`src/rtl/bk_adder_pkg.sv`:
```
// Shared types and widths for the Brent-Kung adder BIST engine.
package bk_adder_pkg;

  localparam int ADDER_W  = 32;
  localparam int RESULT_W = 33;
  localparam int ERR_W    = 16;
  localparam int CNT_W    = 4;

  typedef enum logic [2:0] {
    S_IDLE,
    S_WAIT,
    S_CHECK,
    S_DONE,
    S_FAIL
  } state_t;

endpackage

```
`src/rtl/bk_adder_bist_seq.sv`:
```
// j/k/cin sweep counter: k is the inner index, cin the outermost.
// Exposes the next vector and flags the final vector of the sweep.
module bk_bist_seq #(
  parameter int N_BITS    = 5,
  parameter int CIN_SWEEP = 0
) (
  input  logic              clk,
  input  logic              rst_n,
  input  logic              clear,
  input  logic              advance,
  output logic [N_BITS-1:0] j_nxt,
  output logic [N_BITS-1:0] k_nxt,
  output logic              cin_nxt,
  output logic              last
);

  localparam logic [N_BITS-1:0] IDX_MAX = '1;

  logic [N_BITS-1:0] j;
  logic [N_BITS-1:0] k;
  logic              cin;
  logic              k_wrap;
  logic              jk_wrap;

  always_comb begin
    k_wrap  = (k == IDX_MAX);
    jk_wrap = k_wrap && (j == IDX_MAX);
    k_nxt   = k + 1'b1;
    j_nxt   = k_wrap ? j + 1'b1 : j;
    cin_nxt = (CIN_SWEEP != 0 && jk_wrap) ? ~cin : cin;
    last    = jk_wrap && (CIN_SWEEP == 0 || cin);
  end

  always_ff @(posedge clk or negedge rst_n) begin
    if (!rst_n) begin
      j   <= '0;
      k   <= '0;
      cin <= 1'b0;
    end else if (clear) begin
      j   <= '0;
      k   <= '0;
      cin <= 1'b0;
    end else if (advance) begin
      j   <= j_nxt;
      k   <= k_nxt;
      cin <= cin_nxt;
    end
  end

endmodule

```
`src/rtl/bk_adder_bist.sv`:
```
// BIST engine for the 32-bit Brent-Kung adder: sweeps an operand grid,
// checks {cout,sum} against a reference add and records the first failure.
module bk_adder_bist
  import bk_adder_pkg::*;
#(
  parameter int              N_BITS      = 5,
  parameter logic [31:0]     HI_A        = 32'd0,
  parameter logic [31:0]     HI_B        = 32'd0,
  parameter int              SETTLE      = 2,
  parameter int              CIN_SWEEP   = 0,
  parameter int              STOP_ON_ERR = 0
) (
  input  logic                clk,
  input  logic                rst_n,
  input  logic                start,
  output logic [ADDER_W-1:0]  dut_a,
  output logic [ADDER_W-1:0]  dut_b,
  output logic                dut_cin,
  input  logic [ADDER_W-1:0]  dut_sum,
  input  logic                dut_cout,
  output logic                busy,
  output logic                done,
  output logic                pass,
  output logic [ERR_W-1:0]    err_count,
  output logic [ADDER_W-1:0]  fail_a,
  output logic [ADDER_W-1:0]  fail_b,
  output logic                fail_cin,
  output logic [RESULT_W-1:0] fail_got
);

  localparam int               HI_W       = ADDER_W - N_BITS;
  localparam logic [HI_W-1:0]  HI_A_BITS  = HI_A[HI_W-1:0];
  localparam logic [HI_W-1:0]  HI_B_BITS  = HI_B[HI_W-1:0];
  localparam logic [CNT_W-1:0] SETTLE_LD  = CNT_W'(SETTLE - 1);

  state_t               state, state_nxt;
  logic [CNT_W-1:0]     cnt, cnt_nxt;
  logic [ERR_W-1:0]     err_nxt;
  logic                 clear, advance, capture;
  logic [N_BITS-1:0]    j_nxt, k_nxt;
  logic                 cin_nxt, last;
  logic [RESULT_W-1:0]  expected, got;
  logic                 mismatch;

  bk_bist_seq #(
    .N_BITS    (N_BITS),
    .CIN_SWEEP (CIN_SWEEP)
  ) u_seq (
    .clk     (clk),
    .rst_n   (rst_n),
    .clear   (clear),
    .advance (advance),
    .j_nxt   (j_nxt),
    .k_nxt   (k_nxt),
    .cin_nxt (cin_nxt),
    .last    (last)
  );

  always_comb begin
    expected = {1'b0, dut_a} + {1'b0, dut_b} + RESULT_W'(dut_cin);
    got      = {dut_cout, dut_sum};
    mismatch = (state == S_CHECK) && (got != expected);
  end

  always_comb begin
    state_nxt = state;
    cnt_nxt   = cnt;
    err_nxt   = err_count;
    clear     = 1'b0;
    advance   = 1'b0;
    capture   = 1'b0;
    case (state)
      S_IDLE, S_DONE, S_FAIL: begin
        if (start) begin
          clear     = 1'b1;
          err_nxt   = '0;
          cnt_nxt   = SETTLE_LD;
          state_nxt = S_WAIT;
        end
      end
      S_WAIT: begin
        if (cnt == '0) state_nxt = S_CHECK;
        else           cnt_nxt   = cnt - 1'b1;
      end
      S_CHECK: begin
        if (mismatch) begin
          if (err_count != '1) err_nxt = err_count + 1'b1;
          capture = (err_count == '0);
        end
        // A stopping mismatch freezes the operands on the failing vector.
        if (mismatch && STOP_ON_ERR != 0) begin
          state_nxt = S_FAIL;
        end else if (last) begin
          state_nxt = S_DONE;
        end else begin
          advance   = 1'b1;
          cnt_nxt   = SETTLE_LD;
          state_nxt = S_WAIT;
        end
      end
      default: state_nxt = S_IDLE;
    endcase
  end

  always_ff @(posedge clk or negedge rst_n) begin
    if (!rst_n) begin
      state     <= S_IDLE;
      cnt       <= '0;
      err_count <= '0;
      busy      <= 1'b0;
      done      <= 1'b0;
      pass      <= 1'b0;
      dut_a     <= '0;
      dut_b     <= '0;
      dut_cin   <= 1'b0;
      fail_a    <= '0;
      fail_b    <= '0;
      fail_cin  <= 1'b0;
      fail_got  <= '0;
    end else begin
      state     <= state_nxt;
      cnt       <= cnt_nxt;
      err_count <= err_nxt;
      busy      <= (state_nxt == S_WAIT) || (state_nxt == S_CHECK);
      done      <= (state_nxt == S_DONE) || (state_nxt == S_FAIL);
      pass      <= (state_nxt == S_DONE) && (err_nxt == '0);
      if (clear) begin
        dut_a    <= {HI_A_BITS, {N_BITS{1'b0}}};
        dut_b    <= {HI_B_BITS, {N_BITS{1'b0}}};
        dut_cin  <= 1'b0;
        fail_a   <= '0;
        fail_b   <= '0;
        fail_cin <= 1'b0;
        fail_got <= '0;
      end else begin
        if (advance) begin
          dut_a   <= {HI_A_BITS, j_nxt};
          dut_b   <= {HI_B_BITS, k_nxt};
          dut_cin <= cin_nxt;
        end
        if (capture) begin
          fail_a   <= dut_a;
          fail_b   <= dut_b;
          fail_cin <= dut_cin;
          fail_got <= got;
        end
      end
    end
  end

endmodule

```
`config.mk`:
```
export PLATFORM = sky130hd
export DESIGN_NAME = bk_adder_bist
export DESIGN_NICKNAME = d
export VERILOG_FILES = /design/src/rtl/bk_adder_pkg.sv /design/src/rtl/bk_adder_bist_seq.sv /design/src/rtl/bk_adder_bist.sv
export SDC_FILE = /design/constraint.sdc
export NUM_CORES = 1
export LEC_CHECK = 0
export ABC_AREA = 1
export CELL_PAD_IN_SITES_DETAIL_PLACEMENT = 1
export CELL_PAD_IN_SITES_GLOBAL_PLACEMENT = 1
export CORE_AREA = 2 2 148 150
export DETAILED_ROUTE_END_ITERATION = 10
export DIE_AREA = 0 0 150 152
export PLACE_DENSITY = 0.76
export SLEW_MARGIN = 20
export SYNTH_ARGS = -nofsm -noshare
export SYNTH_HDL_FRONTEND = slang
export SYNTH_SLANG_ARGS = --single-unit
```
`constraint.sdc`:
```
create_clock -name clk -period 5.3 [get_ports clk]
set_input_delay 0.53 -clock clk [delete_from_list [all_inputs] [get_ports clk]]
set_output_delay 0.53 -clock clk [all_outputs]
set_load 0.05 [all_outputs]
```
==> run metrics <==
# Post-CTS Setup Buffers=0; Final WS setup=1.758 ns; Clock Latency Late Sink=0.34 ns; RR Startpoint=u_seq.k[0]; GRT Overall Usage=a little over an eighth; fmax=282.4 MHz; DR iter-0 viols=250; Placer Congestion=0.8460; number of synthesized flops with an enable pin=0; number of diodes=0; leading cell types in the layout, fill and taps excluded=114 x nand2_1, 110 x conb_1, 106 x clkdlybuf4s50_1, 88 x nand3_1, 85 x inv_1; VDD IR-drop max=0.0001576 V; clock skew=roughly 0.0096 ns; first-pass GRT wire length=24.29 mm; number of port buffers=107; crit path DAT=3.77 ns; Simple-Gate Fraction of Synth Area=25.34%; slowest cell on the critical path=nand3_2; largest fanout on the critical path=46; Die X=150 um; Final HPWL DP=11.65 mm; Largest stage delay, worst path=about 0.58 ns; Required @ worst endpoint=5.53 ns; Core Region=about 21000 um^2; post-cts repair resize count=0; Final Cell Area=6497 um^2; Initial Util=24.47%; WP depth=12; initial antenna violation count=0; outcome=finished, final reports clean; ANT nets after route=0; Die Span Y=152 um; Final Routed Wirelength=15.33 mm; Residual DRC=0; Vias=4573; RSZ-0062 raised after global routing=false; CP Buf/Inv Count=1; most common cell after layout, fill and taps aside=nand2_1; largest net degree at the start of global routing=53; startpoint types=flip-flop; io pins=218; vias in the first global route=4566; P per Cell Area=between 400 and 500 nW/um^2; crit path capture=fail_got[5]; DIE AREA=22800 um^2; Post-Syn Instances=between 600 and 700; Ys Warns=0; final hold violations=0; worst r2r path cells=12; CTS tree=yes; CTS Hold Bufs=0; Setup crit start=u_seq.k[0]; synthesized area=5225 um^2; Worst Hold Class=in2async; Synth Area in XOR/XNOR=0.5029%; Setup crit end kind=flip-flop; adder-cell area share of the yosys netlist=3.496%; Clock transition at path regs=0.06 ns; number of cell rows=54; share of layout cells above drive strength 1=6.087%; Slew Limit Fails=0; Max clock buf depth=2; P_leak=3.231 nW; Area growth, synth to finish=24.35%; wire per inst=14.13 um; mux cell area share after synthesis=0%; period utilization=between 60 and 70%; r2r endpoint=fail_got[5]; critical path, cell by cell=ha_1 > fa_1 > xnor2_1 > nand2_1 > nor2_1 > nand2_1 > nor2_2 > nand2_4 > nand3_2 > buf_4 > nand3_1 > o21ai_0; Num CTS Buffers=9; GRT Residual Overflow=0; clock sinks=a little under 80; Slew headroom=33.63%; asr flop ratio synth=100.0%; Vias/cell=4.215; Post-synth top flop=dfrtp_1; critical path's top delay family=simple AND/OR/NAND/NOR gates; CTS Root Cell=clkbuf_16; most used cell, CP=nand2_1; synthesized flop and latch total=79; drt pass-1 iters=4; flop2flop setup slack=about 1.8 ns; Setup TNS=0 ns; placed cell areas=~6200 um^2; Seq/Total Area, Yosys=37.84%; Synth Area in Compound Gates=8.285%; Setup WS pre-CTS=1.783 ns; Setup-failing EPs final=0; Slew @ Worst Pin=0.9921 ns; Yosys cell types=33; H-Tree Depth=3; Max Cap Viol=0; fin crit period=around 3.5 ns; fin nets=850; Mean Syn Cell Area=around 7.5 um^2; Setup Crit Path Kind=reg2reg; largest family of logic cells by synthesized area=simple AND/OR/NAND/NOR gates
[routing by layer]
metal / track usage, % / share of wire [%] / vias to the layer above
li1: - / - / 2210
met1: 16.34 / 41 / 2210
met2: 23.55 / 52 / 125
met3: 2.102 / 4.5 / 28
met4: 5.481 / 2.9 / 0
met5: 0 / 0 / -
[per-stage QoR]
step / hold slack (ns) / total power [mW] / util (%) / instances
2_1_floorplan: 0.2344 / 1.976 / - / 807
3_3_place_gp: 0.4867 / 2.366 / 28.86 / 1069
3_5_place_dp: 0.4951 / 2.392 / 28.86 / 1069
4_1_cts: 0.1605 / 3.119 / 30.43 / 1085
5_1_grt: 0.1827 / 3.253 / 30.43 / 1085
6_report: 0.1411 / 3.088 / 30.43 / 1085
[where the power goes]
part / internal [mW] / total, mW / switching (mW)
clock network: 0.434 / 0.713 / 0.280
logic: 0.399 / 1.51 / 1.11
registers: 0.764 / 0.867 / 0.103
total: 1.60 / 3.09 / 1.49
[cell families (layout without fill, tap and decap cells)]
kind of cell,after synthesis,after routing
buffers and inverters,224,222
and+or+nand+nor,295,295
AOI/OAI and AO/OA,82,82
DFF,79,79
adders and majority gates,14,14
xor gates and xnor gates,3,3
other,1,110
[state kept, by name (all words and copies together), names as in the netlist]
name	flops
u_seq.k	5
fail_b	5
fail_a	5
fail_got	33
pass	1
dut_a	5
err_count	16
cnt	4
done	1
busy	1
state	3
[worst min-delay path by stage]
| stage | endpoint | slack, ns | cells after the start |
|---|---|---|---|
| floorplan | busy | 0.23 | 0 |
| global placement | cnt[0] | 0.49 | 1 |
| detailed placement | cnt[0] | 0.50 | 1 |
| CTS | err_count[8] | 0.16 | 1 |
| global route | err_count[7] | 0.18 | 1 |
| finish | pass | 0.14 | 1 |
[final cells by class]
type / count / area [um^2]
clock buffer: 10 / 239.0
clock inverter: 6 / 97.59
fill: 2675 / 14850
inverter: 97 / 364.1
multi-input combinational: 504 / 2386
sequential: 79 / 1977
tap: 280 / 350.3
timing repair buffer: 109 / 1084
[Yosys cell counts (2+ instances only)]
cell      count  share of area, %
a21oi_1      13               1.2
a21oi_2       3              0.50
a22oi_1       2              0.29
a31oi_1       2              0.24
buf_2         2              0.19
buf_4       114                16
clkbuf_1      9              0.65
dfrtp_1      79                38
ha_1         13               3.1
inv_1        85               6.1
inv_2        12              0.86
nand2_1     115               8.3
nand2_2       3              0.36
nand3_1      89               8.5
nand4_1      10               1.2
nor2_1       57               4.1
nor2_2        4              0.48
nor2_4        4              0.86
nor3_1        9              0.86
o21ai_0      58               5.6
o21ai_1       2              0.19
xnor2_1       2              0.34
(Power assumes the default switching activity.)
